File: src/rtl/lsu_pkg.sv
// rtl/lsu_pkg.sv - shared types, size encodings and request legality check for lsu_rmw
package lsu_pkg;

  typedef enum logic [1:0] {
    IDLE  = 2'd0,
    EXEC  = 2'd1,
    WRITE = 2'd2,
    RESP  = 2'd3
  } state_t;

  localparam logic [1:0] SZ_B = 2'd0;
  localparam logic [1:0] SZ_H = 2'd1;
  localparam logic [1:0] SZ_W = 2'd2;

  // Illegal size encodings are folded into the same error as misalignment.
  function automatic logic req_misaligned(input logic [1:0] size, input logic [1:0] lane);
    case (size)
      SZ_B:    return 1'b0;
      SZ_H:    return lane[0];
      SZ_W:    return lane != 2'b00;
      default: return 1'b1;
    endcase
  endfunction

endpackage

File: src/rtl/lsu_lane.sv
// rtl/lsu_lane.sv - little-endian lane extract/extend for loads and lane merge for sub-word stores
module lsu_lane
  import lsu_pkg::*;
(
  input  logic [31:0] i_word,
  input  logic [1:0]  i_addr,
  input  logic [1:0]  i_size,
  input  logic        i_unsigned,
  input  logic [31:0] i_wdata,
  output logic [31:0] o_load,
  output logic [31:0] o_merged
);

  logic [7:0]  w_byte;
  logic [15:0] w_half;

  always_comb begin
    w_byte   = i_word[{i_addr, 3'b000} +: 8];
    w_half   = i_addr[1] ? i_word[31:16] : i_word[15:0];
    o_load   = i_word;
    o_merged = i_word;
    case (i_size)
      SZ_B: begin
        o_load = {{24{~i_unsigned & w_byte[7]}}, w_byte};
        o_merged[{i_addr, 3'b000} +: 8] = i_wdata[7:0];
      end
      SZ_H: begin
        o_load = {{16{~i_unsigned & w_half[15]}}, w_half};
        if (i_addr[1]) o_merged[31:16] = i_wdata[15:0];
        else           o_merged[15:0]  = i_wdata[15:0];
      end
      default: ;
    endcase
  end

endmodule

File: src/rtl/lsu_rmw.sv
// rtl/lsu_rmw.sv - load/store unit with read-modify-write for sub-word stores to a word-only memory
module lsu_rmw
  import lsu_pkg::*;
#(
  parameter int AWIDTH = 32
) (
  input  logic              clk,
  input  logic              rst,
  input  logic              req_valid,
  output logic              req_ready,
  input  logic              req_we,
  input  logic [1:0]        req_size,
  input  logic              req_unsigned,
  input  logic [AWIDTH-1:0] req_addr,
  input  logic [31:0]       req_wdata,
  output logic              resp_valid,
  input  logic              resp_ready,
  output logic [31:0]       resp_rdata,
  output logic              resp_err,
  output logic [AWIDTH-1:0] mem_addr,
  output logic              mem_we,
  output logic [31:0]       mem_wdata,
  input  logic [31:0]       mem_rdata
);

  state_t            r_state;
  state_t            w_next;
  logic              r_we;
  logic [1:0]        r_size;
  logic              r_uns;
  logic [1:0]        r_lane;
  logic [31:0]       r_wdata;
  logic [31:0]       r_rdata;
  logic              r_err;
  logic [31:0]       r_merged;
  logic [AWIDTH-3:0] r_mem_hi;
  logic              w_we;
  logic              w_bad;
  logic [31:0]       w_load;
  logic [31:0]       w_merged;

  lsu_lane u_lane (
    .i_word     (mem_rdata),
    .i_addr     (r_lane),
    .i_size     (r_size),
    .i_unsigned (r_uns),
    .i_wdata    (r_wdata),
    .o_load     (w_load),
    .o_merged   (w_merged)
  );

  assign w_bad      = req_misaligned(req_size, req_addr[1:0]);
  assign mem_addr   = {r_mem_hi, 2'b00};
  assign mem_we     = w_we & ~rst;
  assign resp_rdata = r_rdata;
  assign resp_err   = r_err;

  always_comb begin
    w_next     = r_state;
    req_ready  = 1'b0;
    resp_valid = 1'b0;
    w_we       = 1'b0;
    mem_wdata  = 32'h0;
    case (r_state)
      IDLE: begin
        req_ready = 1'b1;
        if (req_valid) w_next = w_bad ? RESP : EXEC;
      end
      EXEC: begin
        if (!r_we) begin
          w_next = RESP;
        end else if (r_size == SZ_W) begin
          w_we      = 1'b1;
          mem_wdata = r_wdata;
          w_next    = RESP;
        end else begin
          w_next = WRITE;
        end
      end
      WRITE: begin
        w_we      = 1'b1;
        mem_wdata = r_merged;
        w_next    = RESP;
      end
      RESP: begin
        resp_valid = 1'b1;
        if (resp_ready) w_next = IDLE;
      end
      default: w_next = IDLE;
    endcase
  end

  always_ff @(posedge clk) begin
    if (rst) r_state <= IDLE;
    else     r_state <= w_next;
  end

  // mem_addr only moves for legal requests so it holds its last value otherwise.
  always_ff @(posedge clk) begin
    if (rst) begin
      r_we     <= 1'b0;
      r_size   <= SZ_B;
      r_uns    <= 1'b0;
      r_lane   <= 2'b00;
      r_wdata  <= 32'h0;
      r_rdata  <= 32'h0;
      r_err    <= 1'b0;
      r_merged <= 32'h0;
      r_mem_hi <= '0;
    end else begin
      if (r_state == IDLE && req_valid) begin
        r_we    <= req_we;
        r_size  <= req_size;
        r_uns   <= req_unsigned;
        r_lane  <= req_addr[1:0];
        r_wdata <= req_wdata;
        r_rdata <= 32'h0;
        r_err   <= w_bad;
        if (!w_bad) r_mem_hi <= req_addr[AWIDTH-1:2];
      end
      if (r_state == EXEC) begin
        if (!r_we) r_rdata <= w_load;
        r_merged <= w_merged;
      end
    end
  end

endmodule

File: config.mk
export PLATFORM = sky130hd
export DESIGN_NAME = lsu_rmw
export DESIGN_NICKNAME = d
export VERILOG_FILES = /design/src/rtl/lsu_pkg.sv /design/src/rtl/lsu_lane.sv /design/src/rtl/lsu_rmw.sv
export SDC_FILE = /design/constraint.sdc
export NUM_CORES = 1
export LEC_CHECK = 0
export CORE_MARGIN = 2
export CORE_UTILIZATION = 50
export CTS_CLUSTER_SIZE = 25
export DETAILED_ROUTE_END_ITERATION = 10
export GPL_ROUTABILITY_DRIVEN = 1
export PLACE_DENSITY = 0.82
export SYNTH_ARGS = -nofsm -noshare
export SYNTH_HDL_FRONTEND = slang
export SYNTH_HIERARCHICAL = 1
export SYNTH_SLANG_ARGS = --single-unit
File: constraint.sdc
create_clock -name clk -period 5.95 [get_ports clk]
set_input_delay 1.19 -clock clk [delete_from_list [all_inputs] [get_ports clk]]
set_output_delay 1.19 -clock clk [all_outputs]
set_load 0.05 [all_outputs]
==> summary.md, run 1 <==
| Metric | Value |
|---|---|
| Run status | finished, final reports clean |
| Clk_lat worst skew | 0.43 ns |
| Global Route Usage Sum | 28.0% |
| Unrepaired setup endpoints after global routing | no |
| Filler cells | 1,194 |
| R2R cell count | 8 |
| Postcts setup bufs | 0 |
| DRT antenna net count | 0 |
| Worst Path Required | 4.76 ns |
| # diodes | 0 |
| Die width | 126 um |
| DR vias | 7,550 |
| GRT overflow | 0 |
| Synth-to-Final Area Change | 33.2% |
| Min cycle time layout | 4.44 ns |
| Count leader, synth | nand2_1 |
| Vias per cell | 5.80 |
| Final Routed Wirelength | 23.0 mm |
| Setup TNS | 0 ns |
| Root buf cell | clkbuf_16 |
| MaxCap Viol Count | 0 |
| First-pass GRT wire length | 36.2 mm |
| Static Leak | 0.00352 uW |
| Register bit total from synthesis | 135 |
| Synth Flop Type | dfxtp_1 |
| DRC | 0 |
| Final Hold Fails | 0 |
| Post-cts sizing count | 0 |
| Multi-input logic area | 0.00433 mm^2 |
| Die area | 0.0160 mm^2 |
| Layout cells sized above 1 | 4.83% |
| Yosys cell types | 52 |
| Critical Path AT | 3.25 ns |
| Relative slew slack | 13.6% |
| Drt first pass iters | 7 |
| Synth area leader | dfxtp_1 |
| Die H | 126 um |
| Initial DRC count | 1,045 |
| Initial antenna violation count | 0 |
| Crit path max fanout | 39 |
| CP startpoint kind | flop |
| Number of global-route vias before repair | 6,928 |
| Placed cell areas | 0.00942 mm^2 |
| Final Wtd Congestion | 0.943 |
| Clock skew | 0.00672 ns |
| Clock buffer depth | 2 |
| Final setup vio count | 0 |
| TritonCTS clock tree | done |
| Floorplan row count | 44 |
| Register Area | 0.00270 mm^2 |
| Detail Placement HPWL | 15.8 mm |
| Starting density of the core | 51.4% |
| Reg clk slew, reported paths | 0.05 ns |
| Post-route design area | 0.00999 mm^2 |
| YS warnings | 6 |
| Synthesized area | 0.00750 mm^2 |
| Wire per inst | 17.7 um |
| Async S/R FF share, synth | 0% |
| Worst Hold Depth | 2 |
| Top Ports | 204 |
| Power Total | 3960 uW |
| Core area | 0.0146 mm^2 |
| Worst-Margin Slew | 1.29 ns |
| TritonCTS Buffers | 17 |
| Post-synth EDFFs | 0 |
| Max-slew violations | 0 |
| H-tree depth | 4 |
| Period utilisation layout | 74.7% |
| Post-synth top area share | 36.0% |
| Largest net degree at the start of global routing | 96 |
| Kind of critical path | flop to output port |
| Cells after synthesis | 958 |
| Worst hold path type | flop to flop |
| Hold Buf Count CTS | 0 |
| Syn Area/Cell | 7.83 um^2 |
| IO Port Bufs | 201 |
| Commonest cells post-synth | nand2_1 (178), dfxtp_1 (135), a21oi_1 (84) |
| R2r setup slk | 2.34 ns |
| Final Net Count | 1,218 |
| Register area share after synthesis | 36.0% |
| Worst IR Drop VDD | 0.247 mV |
| PD cells | 396 mW/mm^2 |
| Synth top area cells | dfxtp_1 (36%), nand2_1 (8.9%), mux2i_1 (8.5%) |
| Sink Count | 135 |
| Max Clk Rate | 225 MHz |
| CP endpoint kind | output port |
==> state kept, by name, indices dropped and copies added, names as in the netlist <==
| name | count |
|---|---|
| r_merged | 32 |
| r_wdata | 32 |
| r_uns | 1 |
| r_lane | 2 |
| resp_rdata | 32 |
| r_size | 2 |
| resp_err | 1 |
| r_state | 2 |
| r_we | 1 |
| r_mem_hi | 30 |
==> final cells by class <==
type	count	share of cell area [%]
flip-flops and latches	135	27.1
well taps	184	2.30
repair buffers	210	20.8
inverters	21	0.789
clock inverters	9	1.00
multi-input cells	720	43.3
clock buffers	22	4.75
==> cell usage in the layout (no fill, tap or decap), drive strengths merged, types with 2 or more instances in the layout <==
master,n
a31oi,2
a221o,8
a22o,3
a222oi,8
nor4bb,2
o2bb2ai,2
o211ai,2
dfxtp,135
nand2b,82
nand3,33
o221ai,6
or2,2
a2bb2oi,3
inv,20
a21oi,85
buf,10
clkinvlp,2
o21bai,2
mux2,3
nand2,179
a22oi,67
nor2,40
clkbuf,22
o21ai,48
clkdlybuf4s50,200
nor3,6
clkinv,6
mux2i,64
nor3b,5
bufinv,2
nor2b,45
conb,2
ha,9
==> power breakdown <==
part | internal (uW) | switching, uW | total (uW)
Combinational | 627 | 1070 | 1690
Sequential | 1090 | 152 | 1240
Clock | 643 | 382 | 1020
==> final timing paths <==
path / to / startpoint
worst max register to register: r_merged[27] / r_lane[1]
worst max-delay path: mem_wdata[21] / r_size[0]
worst min-delay path: r_wdata[22] / r_wdata[22]
worst min register to register: r_wdata[22] / r_wdata[22]
==> per-layer routing <==
layer / wire length, um / track usage (%)
met5: 0 / 0
met4: 563 / 9.70
met3: 2070 / 7.00
met2: 11200 / 47.4
met1: 9140 / 34.6
==> worst max-delay path, cell delays in order (launching register included) <==
cell and delay, ns:
dfxtp_1 0.29, buf_4 0.25, and4b_1 1.10, a22oi_1 0.18, nor2b_1 0.19, clkdlybuf4s50_1 0.81
==> kinds of logic (layout without fill, tap and decap cells) <==
family | Yosys count | after routing | share of synthesized area, %
mux | 67 | 67 | 9.00
buf+inv | 104 | 262 | 6.38
other cells | 1 | 2 | 0.0500
fa+ha+maj | 9 | 9 | 1.50
compound gates | 243 | 243 | 21.0
flops | 135 | 135 | 36.0
simple gates | 399 | 399 | 26.0
==> per-stage QoR <==
step                      hold WS (ns)  util, %  setup WS [ns]  std cells
after CTS                        0.460     68.5           1.52       1301
after global placement           0.448     64.5           2.05       1270
final                            0.460     68.5           1.51       1301
after global routing             0.481     68.5           1.35       1301
after floorplan                  0.436        -           2.08        959
after detailed placement         0.451     64.5           1.98       1270
No activity file was read; power rests on OpenSTA's default activity.
==> run 2: changes to the inputs <==
--- a/config.mk
+++ b/config.mk
@@ -6,11 +6,11 @@
 export NUM_CORES = 1
 export LEC_CHECK = 0
 export CORE_MARGIN = 2
-export CORE_UTILIZATION = 50
+export CORE_UTILIZATION = 49
 export CTS_CLUSTER_SIZE = 25
 export DETAILED_ROUTE_END_ITERATION = 10
 export GPL_ROUTABILITY_DRIVEN = 1
-export PLACE_DENSITY = 0.82
+export PLACE_DENSITY = 0.81
 export SYNTH_ARGS = -nofsm -noshare
 export SYNTH_HDL_FRONTEND = slang
 export SYNTH_HIERARCHICAL = 1
==> constraint.sdc (replaced) <==
create_clock -name clk -period 4.3 [get_ports clk]
set_input_delay 0.86 -clock clk [delete_from_list [all_inputs] [get_ports clk]]
set_output_delay 0.86 -clock clk [all_outputs]
set_load 0.05 [all_outputs]
==> summary.md, run 2 (synthesis results as in run 1) <==
| Metric | Value |
|---|---|
| Clock buffer depth | 2 (unchanged) |
| GRT overflow | 0 (unchanged) |
| Critical Path AT | 2.55 ns (was 3.25 ns) |
| Vias per cell | 5.76 (was 5.80) |
| Max-slew violations | 0 (unchanged) |
| Number of global-route vias before repair | 7,178 (was 6,928) |
| Layout cells sized above 1 | 7.95% (was 4.83%) |
| Final Net Count | 1,221 (was 1,218) |
| Wire per inst | 17.7 um (about the same) |
| R2R cell count | 7 (was 8) |
| Unrepaired setup endpoints after global routing | no (unchanged) |
| TritonCTS Buffers | 17 (unchanged) |
| Die area | 0.0163 mm^2 (was 0.0160 mm^2) |
| Synth-to-Final Area Change | 35.8% (was 33.2%) |
| Period utilisation layout | 79.3% |
| Worst hold slack | 0.454 ns (was 0.460 ns) |
| Initial DRC count | 983 (was 1,045) |
| Reg clk slew, reported paths | 0.06 ns (was 0.05 ns) |
| Non-Filler Instances | 1,308 (was 1,301) |
| Most common cell after layout, fill and taps aside | nand2_1 (was clkdlybuf4s50_1) |
| Worst path cell trace | inv_1 > ha_1 > a22oi_1 > nor2b_1 > buf_12 (was buf_4 > and4b_1 > a22oi_1 > nor2b_1 > clkdlybuf4s50_1) |
| Detail Placement HPWL | 16.0 mm (was 15.8 mm) |
| R2r setup slk | 1.39 ns (was 2.34 ns) |
| Worst hold path type | flop to flop (unchanged) |
| Crit path max fanout | 34 (was 39) |
| Clock skew | 0.0110 ns (was 0.00672 ns) |
| Run status | finished, final reports clean (unchanged) |
| Worst-Margin Slew | 1.26 ns (was 1.29 ns) |
| Root buf cell | clkbuf_16 (unchanged) |
| DR vias | 7,538 (was 7,550) |
| H-tree depth | 4 (unchanged) |
| Worst Hold Depth | 2 (unchanged) |
| Die H | 128 um (was 126 um) |
| Top Ports | 204 (unchanged) |
| Worst IR Drop VDD | 0.352 mV (was 0.247 mV) |
| Hold Path Origin | r_wdata[23] (was r_wdata[22]) |
| Placed Instances | 1,277 (was 1,270) |
| Die width | 128 um (was 126 um) |
| Most frequent cells in the layout | nand2_1 (178), clkdlybuf4s50_1 (167), dfxtp_1 (134) (was clkdlybuf4s50_1 (200), nand2_1 (178), dfxtp_1 (134)) |
| Initial antenna violation count | 0 (unchanged) |
| PD cells | 534 mW/mm^2 (was 396 mW/mm^2) |
| Worst Path Required | 3.44 ns (was 4.76 ns) |
| Relative slew slack | 15.7% (was 13.6%) |
| Post-cts sizing count | 0 (unchanged) |
| Max Clk Rate | 293 MHz |
| Drt first pass iters | 6 (was 7) |
| CP endpoint kind | output port (unchanged) |
| Min cycle time layout | 3.41 ns |
| Kind of critical path | flop to output port (unchanged) |
| IO Port Bufs | 201 (unchanged) |
| FF-to-FF End | r_merged[14] (was r_merged[27]) |
| # diodes | 0 (unchanged) |
| Setup TNS | 0 ns (unchanged) |
| Static Leak | 0.00364 uW (was 0.00352 uW) |
| Hold path endpoint | r_wdata[23] (was r_wdata[22]) |
| First-pass GRT wire length | 36.7 mm (was 36.2 mm) |
| Core area | 0.0151 mm^2 (was 0.0146 mm^2) |
| Global Route Usage Sum | 28.4% (was 28.0%) |
| Floorplan row count | 45 (was 44) |
| DRT antenna net count | 0 (unchanged) |
| Clk_lat worst skew | 0.42 ns (was 0.43 ns) |
| TritonCTS clock tree | done (unchanged) |
| Sink Count | 135 (unchanged) |
| Starting density of the core | 49.7% (was 51.4%) |
| Postcts setup bufs | 0 (unchanged) |
| CP startpoint kind | flop (unchanged) |
| DRC | 0 (unchanged) |
| Largest net degree at the start of global routing | 115 (was 96) |
| Final Hold Fails | 0 (unchanged) |
| Final Wtd Congestion | 0.943 (about the same) |
| Final setup vio count | 0 (unchanged) |
| Hold Buf Count CTS | 0 (unchanged) |
| Final Routed Wirelength | 23.1 mm (was 23.0 mm) |
| CP max-delay cell | ha_1 (was and4b_1) |
| Reg2reg start | r_lane[1] (unchanged) |
| MaxCap Viol Count | 0 (unchanged) |
| Power Total | 5440 uW (was 3960 uW) |
| CP peak stage delay | 1.00 ns (was 1.10 ns) |
## run 2: changes by cell type in the layout (fill, tap and decap cells not counted), sizes merged
cell and delta:
buf +36, bufinv -1, clkbuf -1, clkdlybuf4s50 -33
clkinv -3, clkinvlp +3, inv +2
## run 2: stage by stage
| stage | worst slack [ns] | cell area [um^2] | util (%) |
|---|---|---|---|
| 3_3_place_gp | 1.40 | 9640 | 63.9 |
| 6_report | 0.889 | 10200 | 67.5 |
| 2_1_floorplan | 1.08 | 7500 | - |
| 3_5_place_dp | 1.36 | 9640 | 63.9 |
| 5_1_grt | 0.718 | 10200 | 67.5 |
| 4_1_cts | 0.915 | 10200 | 67.5 |
## run 2: critical path: cells and delay by family (launching register included)
kind | cells | cell delay [ns]
AO/OA/AOI/OAI | 1 | 0.26
adder cells (fa/ha/maj) | 1 | 1.00
buffers and inverters | 2 | 0.26
flip-flops | 1 | 0.34
AND/OR/NAND/NOR | 1 | 0.25
## run 2: per-layer routing
metal	GRT usage (%)	vias to the layer above	wire length [um]
li1	-	3617	-
met1	35.4	3505	9290
met2	46.5	367	11000
met3	7.85	49	2190
met4	11.4	0	708
met5	0	-	0
## run 2: worst max path at each step
| stage | from | endpoint | slack, ns |
|---|---|---|---|
| 2_1_floorplan | r_state[1] | mem_we | 1.08 |
| 3_3_place_gp | r_state[0] | mem_we | 1.40 |
| 3_5_place_dp | r_state[0] | mem_we | 1.36 |
| 4_1_cts | r_state[0] | mem_we | 0.92 |
| 5_1_grt | r_state[0] | mem_wdata[7] | 0.72 |
| 6_report | r_state[0] | mem_wdata[7] | 0.89 |
## run 2: power breakdown
part / internal, uW / switching, uW / total (uW)
logic: 882 / 1480 / 2360
registers: 1500 / 215 / 1720
clock network: 809 / 550 / 1360
total: 3190 / 2240 / 5440
## run 2: cell type report
type | instances | area [um^2]
flip-flops and latches | 135 | 2700
well taps | 188 | 235
multi-input cells | 720 | 4330
inverters | 21 | 78.8
repair buffers | 213 | 2290
fillers | 1273 | 4900
clock inverters | 10 | 98.8
clock buffers | 21 | 450
